File: config.mk
export PLATFORM = sky130hd
export DESIGN_NAME = cpu_axi_bridge
export DESIGN_NICKNAME = d
export VERILOG_FILES = /design/src/rtl/cpu_axi_pkg.sv /design/src/rtl/cpu_axi_bridge.sv
export SDC_FILE = /design/constraint.sdc
export NUM_CORES = 1
export LEC_CHECK = 0
export CAP_MARGIN = 20
export CORE_AREA = 8 8 158 160
export DETAILED_ROUTE_END_ITERATION = 10
export DIE_AREA = 0 0 166 168
export GPL_TIMING_DRIVEN = 1
export SYNTH_ARGS = -nofsm -noshare
export SYNTH_HDL_FRONTEND = slang
export SYNTH_SLANG_ARGS = --single-unit
export TNS_END_PERCENT = 5
File: constraint.sdc
create_clock -name clk -period 2.1 [get_ports clk]
set_input_delay 0.315 -clock clk [delete_from_list [all_inputs] [get_ports clk]]
set_output_delay 0.315 -clock clk [all_outputs]
set_load 0.01 [all_outputs]
File: src/rtl/cpu_axi_pkg.sv
// Shared types and constants for the CPU-to-AXI3 bridge: FSM state encodings,
// fixed AXI attribute values and default transaction IDs.
package cpu_axi_pkg;

   typedef enum logic [1:0] {
      RD_IDLE = 2'd0,
      RD_AR   = 2'd1,
      RD_R    = 2'd2
   } rd_state_e;

   typedef enum logic [1:0] {
      WR_IDLE = 2'd0,
      WR_AW_W = 2'd1,
      WR_B    = 2'd2
   } wr_state_e;

   localparam logic [3:0] AXI_LEN        = 4'd0;
   localparam logic [1:0] AXI_BURST_INCR = 2'b01;
   localparam logic [1:0] AXI_LOCK       = 2'd0;
   localparam logic [3:0] AXI_CACHE      = 4'd0;
   localparam logic [2:0] AXI_PROT       = 3'd0;

   localparam logic [3:0] AXI_INST_ID    = 4'd0;
   localparam logic [3:0] AXI_DATA_ID    = 4'd1;

endpackage

File: src/rtl/cpu_axi_bridge.sv
// Bridges the core's inst (read-only) and data SRAM-like ports onto one AXI3
// master: one read in flight on AR/R, one write in flight on AW/W/B.
module cpu_axi_bridge
   import cpu_axi_pkg::*;
#(
   parameter logic [3:0] INST_ID = AXI_INST_ID,
   parameter logic [3:0] DATA_ID = AXI_DATA_ID
) (
   input  logic        clk,
   input  logic        resetn,
   input  logic        inst_sram_req,
   input  logic        inst_sram_wr,
   input  logic [1:0]  inst_sram_size,
   input  logic [31:0] inst_sram_addr,
   input  logic [3:0]  inst_sram_wstrb,
   input  logic [31:0] inst_sram_wdata,
   output logic        inst_sram_addrok,
   output logic        inst_sram_dataok,
   output logic [31:0] inst_sram_rdata,
   input  logic        data_sram_req,
   input  logic        data_sram_wr,
   input  logic [1:0]  data_sram_size,
   input  logic [31:0] data_sram_addr,
   input  logic [3:0]  data_sram_wstrb,
   input  logic [31:0] data_sram_wdata,
   output logic        data_sram_addrok,
   output logic        data_sram_dataok,
   output logic [31:0] data_sram_rdata,
   output logic [3:0]  arid,
   output logic [31:0] araddr,
   output logic [3:0]  arlen,
   output logic [2:0]  arsize,
   output logic [1:0]  arburst,
   output logic [1:0]  arlock,
   output logic [3:0]  arcache,
   output logic [2:0]  arprot,
   output logic        arvalid,
   input  logic        arready,
   input  logic [3:0]  rid,
   input  logic [31:0] rdata,
   input  logic [1:0]  rresp,
   input  logic        rlast,
   input  logic        rvalid,
   output logic        rready,
   output logic [3:0]  awid,
   output logic [31:0] awaddr,
   output logic [3:0]  awlen,
   output logic [2:0]  awsize,
   output logic [1:0]  awburst,
   output logic [1:0]  awlock,
   output logic [3:0]  awcache,
   output logic [2:0]  awprot,
   output logic        awvalid,
   input  logic        awready,
   output logic [3:0]  wid,
   output logic [31:0] wdata,
   output logic [3:0]  wstrb,
   output logic        wlast,
   output logic        wvalid,
   input  logic        wready,
   input  logic [3:0]  bid,
   input  logic [1:0]  bresp,
   input  logic        bvalid,
   output logic        bready,
   output logic [1:0]  o_rd_state,
   output logic [1:0]  o_wr_state
);

   rd_state_e   r_rd_state, w_rd_next;
   wr_state_e   r_wr_state, w_wr_next;
   logic        r_data_busy;
   logic [3:0]  r_arid;
   logic [31:0] r_araddr;
   logic [2:0]  r_arsize;
   logic [31:0] r_awaddr;
   logic [2:0]  r_awsize;
   logic [31:0] r_wdata;
   logic [3:0]  r_wstrb;
   logic        r_awvalid;
   logic        r_wvalid;

   logic w_rd_idle, w_wr_idle;
   logic w_data_rd_go, w_inst_rd_go;
   logic w_data_rd_hs, w_inst_rd_hs, w_data_wr_hs;
   logic w_r_hs, w_b_hs;
   logic w_unused;

   assign w_unused = ^{inst_sram_wr, inst_sram_wstrb, inst_sram_wdata, rresp, rlast, bid, bresp};

   assign w_rd_idle    = (r_rd_state == RD_IDLE);
   assign w_wr_idle    = (r_wr_state == WR_IDLE);
   // Data reads win the read channel on a tie with an inst fetch.
   assign w_data_rd_go = data_sram_req & ~data_sram_wr & ~r_data_busy;
   assign w_inst_rd_go = inst_sram_req & ~w_data_rd_go;
   assign w_data_rd_hs = w_rd_idle & w_data_rd_go;
   assign w_inst_rd_hs = w_rd_idle & w_inst_rd_go;
   assign w_data_wr_hs = w_wr_idle & data_sram_req & data_sram_wr & ~r_data_busy;
   assign w_r_hs       = (r_rd_state == RD_R) & rvalid;
   assign w_b_hs       = (r_wr_state == WR_B) & bvalid;

   assign inst_sram_addrok = w_rd_idle & ~w_data_rd_go;
   assign data_sram_addrok = ~r_data_busy & (data_sram_wr ? w_wr_idle : w_rd_idle);
   assign inst_sram_dataok = w_r_hs & (rid == INST_ID);
   assign data_sram_dataok = (w_r_hs & (rid == DATA_ID)) | w_b_hs;
   assign inst_sram_rdata  = rdata;
   assign data_sram_rdata  = rdata;

   assign arid    = r_arid;
   assign araddr  = r_araddr;
   assign arsize  = r_arsize;
   assign arlen   = AXI_LEN;
   assign arburst = AXI_BURST_INCR;
   assign arlock  = AXI_LOCK;
   assign arcache = AXI_CACHE;
   assign arprot  = AXI_PROT;
   assign arvalid = (r_rd_state == RD_AR);
   assign rready  = (r_rd_state == RD_R);

   assign awid    = DATA_ID;
   assign awaddr  = r_awaddr;
   assign awsize  = r_awsize;
   assign awlen   = AXI_LEN;
   assign awburst = AXI_BURST_INCR;
   assign awlock  = AXI_LOCK;
   assign awcache = AXI_CACHE;
   assign awprot  = AXI_PROT;
   assign awvalid = r_awvalid;
   assign wid     = DATA_ID;
   assign wdata   = r_wdata;
   assign wstrb   = r_wstrb;
   assign wlast   = 1'b1;
   assign wvalid  = r_wvalid;
   assign bready  = (r_wr_state == WR_B);

   assign o_rd_state = r_rd_state;
   assign o_wr_state = r_wr_state;

   always_ff @(posedge clk or negedge resetn) begin
      if (!resetn) begin
         r_rd_state <= RD_IDLE;
         r_wr_state <= WR_IDLE;
      end else begin
         r_rd_state <= w_rd_next;
         r_wr_state <= w_wr_next;
      end
   end

   always_comb begin
      w_rd_next = r_rd_state;
      case (r_rd_state)
         RD_IDLE: if (w_data_rd_hs | w_inst_rd_hs) w_rd_next = RD_AR;
         RD_AR:   if (arready) w_rd_next = RD_R;
         RD_R:    if (rvalid) w_rd_next = RD_IDLE;
         default: w_rd_next = RD_IDLE;
      endcase
   end

   // AW and W may complete in either order; leave once neither is still pending.
   always_comb begin
      w_wr_next = r_wr_state;
      case (r_wr_state)
         WR_IDLE: if (w_data_wr_hs) w_wr_next = WR_AW_W;
         WR_AW_W: if ((~r_awvalid | awready) & (~r_wvalid | wready)) w_wr_next = WR_B;
         WR_B:    if (bvalid) w_wr_next = WR_IDLE;
         default: w_wr_next = WR_IDLE;
      endcase
   end

   always_ff @(posedge clk or negedge resetn) begin
      if (!resetn) begin
         r_arid   <= 4'd0;
         r_araddr <= 32'd0;
         r_arsize <= 3'd0;
      end else if (w_data_rd_hs) begin
         r_arid   <= DATA_ID;
         r_araddr <= data_sram_addr;
         r_arsize <= {1'b0, data_sram_size};
      end else if (w_inst_rd_hs) begin
         r_arid   <= INST_ID;
         r_araddr <= inst_sram_addr;
         r_arsize <= {1'b0, inst_sram_size};
      end
   end

   always_ff @(posedge clk or negedge resetn) begin
      if (!resetn) begin
         r_awaddr  <= 32'd0;
         r_awsize  <= 3'd0;
         r_wdata   <= 32'd0;
         r_wstrb   <= 4'd0;
         r_awvalid <= 1'b0;
         r_wvalid  <= 1'b0;
      end else if (w_data_wr_hs) begin
         r_awaddr  <= data_sram_addr;
         r_awsize  <= {1'b0, data_sram_size};
         r_wdata   <= data_sram_wdata;
         r_wstrb   <= data_sram_wstrb;
         r_awvalid <= 1'b1;
         r_wvalid  <= 1'b1;
      end else begin
         if (awready) r_awvalid <= 1'b0;
         if (wready)  r_wvalid  <= 1'b0;
      end
   end

   // Single outstanding data access keeps loads ordered behind buffered stores.
   always_ff @(posedge clk or negedge resetn) begin
      if (!resetn) begin
         r_data_busy <= 1'b0;
      end else if (w_data_rd_hs | w_data_wr_hs) begin
         r_data_busy <= 1'b1;
      end else if (data_sram_dataok) begin
         r_data_busy <= 1'b0;
      end
   end

endmodule
## Word-level counts from Yosys, hierarchy flattened

Index checks and enable logic that the tools add are counted.

- Flip-flop bits (word level): 116
- Bits of input ports: 196

- Eq/ne operators: 11
- Multiplexer cells: 21
- Bitwise operators: 25
- Reductions and logical operators: 9

Operators with widths:

| operator | number |
|---|---|
| two-way mux 32 bit | 2 |
| bitwise AND 1 bit | 15 |
| two-way mux 2 bit | 6 |
| one-hot mux 2 bit (3 select lines) | 2 |
| two-way mux 4 bit | 2 |
| nonzero test 2 bit | 4 |
| two-way mux 1 bit | 7 |
| two-way mux 3 bit | 2 |
| != test 2 x 1 -> 1 bit, second input constant | 3 |
| != test 2 bit, second input constant | 3 |
| AND reduction 3 bit | 2 |
| NOT 1 bit | 5 |
| OR 1 bit | 5 |
| == test 2 x 1 -> 1 bit, second input constant | 2 |
| == test 2 bit, second input constant | 2 |
| == test 4 x 1 -> 1 bit, second input constant | 1 |
| logical NOT 2 bit | 2 |
| logical NOT 4 bit | 1 |

## Longest topological paths before layout

- Depth after elaboration: 9
- Gate-level depth with buffers: 5

## Least setup slack after synthesis

OpenSTA, ideal clock, no wires.

- Path type: register to output
- From: reg r_rd_state[0] (netlist: o_rd_state[0])
- To: out inst_sram_addrok
- Arrival: 1.273 ns
- Data required time: 1.785 ns
- Path slack: 0.512 ns
- Cell stages (with the launch flop): 5
- Path buffers: 2
- Cells stage by stage: dfrtp_1 > or2_2 > buf_2 > buf_2 > nor2_1

- Longest elaborated chain between the ends: 2

RTL lines:

| element | line | source |
|---|---|---|
| start: declaration | cpu_axi_bridge.sv:69 | `rd_state_e r_rd_state, w_rd_next;` |
| start signal: assignment | cpu_axi_bridge.sv:143 | `r_rd_state <= w_rd_next;` |
| logical NOT 2 bit | cpu_axi_bridge.sv:90 | `assign w_rd_idle = (r_rd_state == RD_IDLE);` |
| bitwise AND 1 bit | cpu_axi_bridge.sv:101 | `assign inst_sram_addrok = w_rd_idle & ~w_data_rd_go;` |
| end: declaration | cpu_axi_bridge.sv:17 | `output logic inst_sram_addrok,` |

Every way passes these cells.

## Worst setup path in the final report

- From: in rid[2]
- To: out inst_sram_dataok

- Longest elaborated chain between the ends: 2

RTL lines:

| element | line | source |
|---|---|---|
| start: declaration | cpu_axi_bridge.sv:39 | `input logic [3:0] rid,` |
| logical NOT 4 bit | cpu_axi_bridge.sv:103 | `assign inst_sram_dataok = w_r_hs & (rid == INST_ID);` |
| bitwise AND 1 bit | cpu_axi_bridge.sv:103 |  |
| end: declaration | cpu_axi_bridge.sv:18 | `output logic inst_sram_dataok,` |

Every way passes these cells.

==> impl_metrics.env <==
export IMPL_crit_fanout=2
export IMPL_powerDensity_nw_per_um2=1400
export IMPL_nNetsFinal=894
export IMPL_gp_congestion=0.737
export IMPL_synth_compound_area_share_pct=1.26
export IMPL_finalHoldViolations=0
export IMPL_initial_core_util_pct=27.1
export IMPL_muxShareOfSynthArea_pct=16.5
export IMPL_rr_endpoint="araddr[19]"
export IMPL_period_needed_ns=1.99
export IMPL_die_y_um=168
export IMPL_grt_pass1_wl_um=29900
export IMPL_dpl_cell_area_um2=8130
export IMPL_htreeDepth=3
export IMPL_worstMarginPinSlew_ns=0.640
export IMPL_syn_mean_instance_area_um2=11.3
export IMPL_p_leak_uw=0.00372
export IMPL_slew_violations=0
export IMPL_cts_tree="yes"
export IMPL_crit_path_start_kind="input pin"
export IMPL_clk_pin_slew_worst_paths_ns=0.08
export IMPL_outcome="complete, no violations"
export IMPL_die_area_um2=27900
export IMPL_setup_tns_ns=0
export IMPL_drt_iter0_markers=262
export IMPL_synthXorXnorAreaFrac_pct=0
export IMPL_clkLatencyLatePin_ns=0.35
export IMPL_period_share_pct=94.8
export IMPL_cts_root_buffer="clkbuf_16"
export IMPL_slew_headroom_pct=57.3
export IMPL_gr_usage_met3_pct=5.38
export IMPL_yosysSeqAreaShare_pct=46.2
export IMPL_gr_usage_met2_pct=21.6
export IMPL_place_hpwl_um=13700
export IMPL_antennaDiodeCount=0
export IMPL_synthesis_instances=537
export IMPL_synth_fa_ha_area_share_pct=0
export IMPL_critPathLaunch="rid[2]"
export IMPL_final_core_util_pct=37.9
export IMPL_hold_ws_ns=0.0187
export IMPL_finalClockSkew_ns=0.00435
export IMPL_cts_sinks=112
export IMPL_grt_max_degree=113
export IMPL_grt_overflow=0
export IMPL_ios=422
export IMPL_fp_dieW_um=166
export IMPL_synth_simple_area_share_pct=18.5
export IMPL_grtUsageTotal_pct=13.6
export IMPL_numCtsBuffers=9
export IMPL_yosysWarnings=0
export IMPL_ff2ff_setup_slack_ns=0.52
export IMPL_hold_buffers=0
export IMPL_vias=4536
export IMPL_clk_path_buf_depth=2
export IMPL_drt_wl_total_um=19000
export IMPL_final_area_um2=8470
export IMPL_post_place_ws_ns=-0.217
export IMPL_crit_type="input pin to output port"
export IMPL_drive_gt1_share_pct=16.5
export IMPL_ys_ff_latch=112
export IMPL_hp_class="input pin to async pin"
export IMPL_use_met1_pct=16.0
export IMPL_portBuffers=235
export IMPL_syn_to_final_growth_pct=39.8
export IMPL_wl_per_cell_um=19.3
export IMPL_drt_pass1_iterations=4
export IMPL_grt_pass1_vias=4975
export IMPL_rsz0062_at_grt="false"
export IMPL_setup_viol_count_final=0
export IMPL_antenna_found_initial=0
export IMPL_ant_nets=0
export IMPL_viasPerCell=4.59
export IMPL_arrival_ns=1.68
export IMPL_crit_end="inst_sram_dataok"
export IMPL_setup_ws_ns=0.108
export IMPL_max_cap_violations=0
export IMPL_rows=55
export IMPL_fmax_mhz=502
export IMPL_cp_end_kind="output port"
export IMPL_synth_distinct_cells=33
export IMPL_synth_top_family_by_area="simple AND/OR/NAND/NOR gates"
export IMPL_cp_data_required_time_ns=1.78
export IMPL_ir_drop_mv=0.494
export IMPL_core_um2=22400
export IMPL_busiest_layer="met2"
export IMPL_syn_area_um2=6060
export IMPL_rr_startpoint="r_data_busy"
export IMPL_drc=0
export IMPL_reg2regPathDepth=4
==> cells in the mapped netlist <==
cell / n / area share (%)
buf_4: 110 / 14
nand4b_1: 1 / 0.14
mux2_2: 14 / 2.6
nand2_1: 41 / 2.5
nand4_1: 68 / 7.0
nor2_2: 1 / 0.10
and3_1: 1 / 0.10
dfrtp_1: 112 / 46
clkbuf_1: 12 / 0.74
buf_2: 13 / 1.1
a21bo_2: 1 / 0.17
a21oi_1: 1 / 0.082
conb_1: 2 / 0.12
nor4b_1: 1 / 0.14
or2_2: 1 / 0.10
mux2_4: 56 / 14
nor2_1: 5 / 0.31
o21ai_0: 1 / 0.082
nand2b_1: 3 / 0.31
or3b_1: 1 / 0.14
nor3b_2: 1 / 0.21
a22o_1: 1 / 0.14
inv_1: 2 / 0.12
buf_6: 9 / 1.7
a21o_1: 2 / 0.25
nor3_1: 1 / 0.082
nand3_1: 34 / 2.8
nor2b_1: 3 / 0.31
o2bb2ai_1: 1 / 0.14
o221ai_1: 1 / 0.14
nand3b_1: 34 / 4.2
a221oi_2: 1 / 0.25
buf_1: 2 / 0.12
==> registers in the layout, indices dropped and copies added, names as in the netlist, 2 cells and up <==
register / flops
araddr: 32
arsize: 2
awaddr: 32
awsize: 2
o_rd_state: 2
o_wr_state: 2
wdata: 32
wstrb: 4
==> worst max-delay path: stages <==
cell and delay [ns]:
clkdlybuf4s50_1 0.44, nor4b_4 0.30, buf_4 0.15, buf_4 0.09
nand2_1 0.04, nor2_1 0.08, dlygate4sd2_1 0.27
==> metal layers <==
| metal | vias to the layer above | share of wire [%] |
|---|---|---|
| met5 | - | 0 |
| met3 | 49 | 8.5 |
| met2 | 216 | 46 |
| met4 | 0 | 3.6 |
| li1 | 2060 | - |
| met1 | 2211 | 42 |
==> cell usage in the layout (no fill, tap or decap), types with 2 or more instances in the layout <==
cell | netlist | layout
nand3_1 | 34 | 34
a21o_1 | 2 | 2
clkbuf_16 | 0 | 9
clkdlybuf4s50_1 | 0 | 229
nand2_1 | 41 | 41
nor2_1 | 5 | 5
buf_12 | 0 | 9
mux2_2 | 14 | 14
buf_4 | 110 | 11
nand2b_1 | 3 | 3
nand3b_1 | 34 | 34
dfrtp_1 | 112 | 112
nand4_1 | 68 | 68
nor2b_1 | 3 | 2
inv_6 | 0 | 3
conb_1 | 2 | 44
inv_1 | 2 | 2
inv_8 | 0 | 2
mux2_4 | 56 | 56
dlygate4sd2_1 | 0 | 3
==> through the flow <==
| step | instances | power, uW |
|---|---|---|
| detailed placement | 971 | 10200 |
| floorplan | 579 | 7000 |
| global route | 988 | 12700 |
| finish | 988 | 11900 |
| global placement | 971 | 10100 |
| CTS | 987 | 12100 |
==> cell type report <==
type / instances / area, um^2
sequential: 112 / 2800
inverter: 2 / 7.51
clock buffer: 10 / 239
multi-input combinational: 319 / 2400
timing repair buffer: 254 / 2600
fill: 2172 / 13900
tap: 285 / 357
clock inverter: 6 / 65.1
==> cell families (layout without fill, tap and decap cells) <==
group	Yosys count	count (layout)
compound gates	9	9
buf+inv	148	272
flops	112	112
mux	70	70
other cells	2	44
simple gates	196	196
==> worst min-delay path by stage <==
stage	from	endpoint
2_1_floorplan	resetn	araddr[0]
3_3_place_gp	resetn	wdata[5]
3_5_place_dp	resetn	wdata[5]
4_1_cts	resetn	wdata[5]
5_1_grt	resetn	wdata[25]
6_report	resetn	wdata[5]
==> where the power goes <==
group	internal, uW	leakage [uW]	switching, uW
clock	882	0.000151	921
sequential	3250	0.00133	702
combinational	3550	0.00224	2570
==> timing repair <==
action                     in CTS  in global routing
pin swaps                       0                  1
setup endpoints to repair       5                  1
resized for setup               6                  3
setup buffers                   0                  1
No activity file was read; power rests on OpenSTA's default activity.
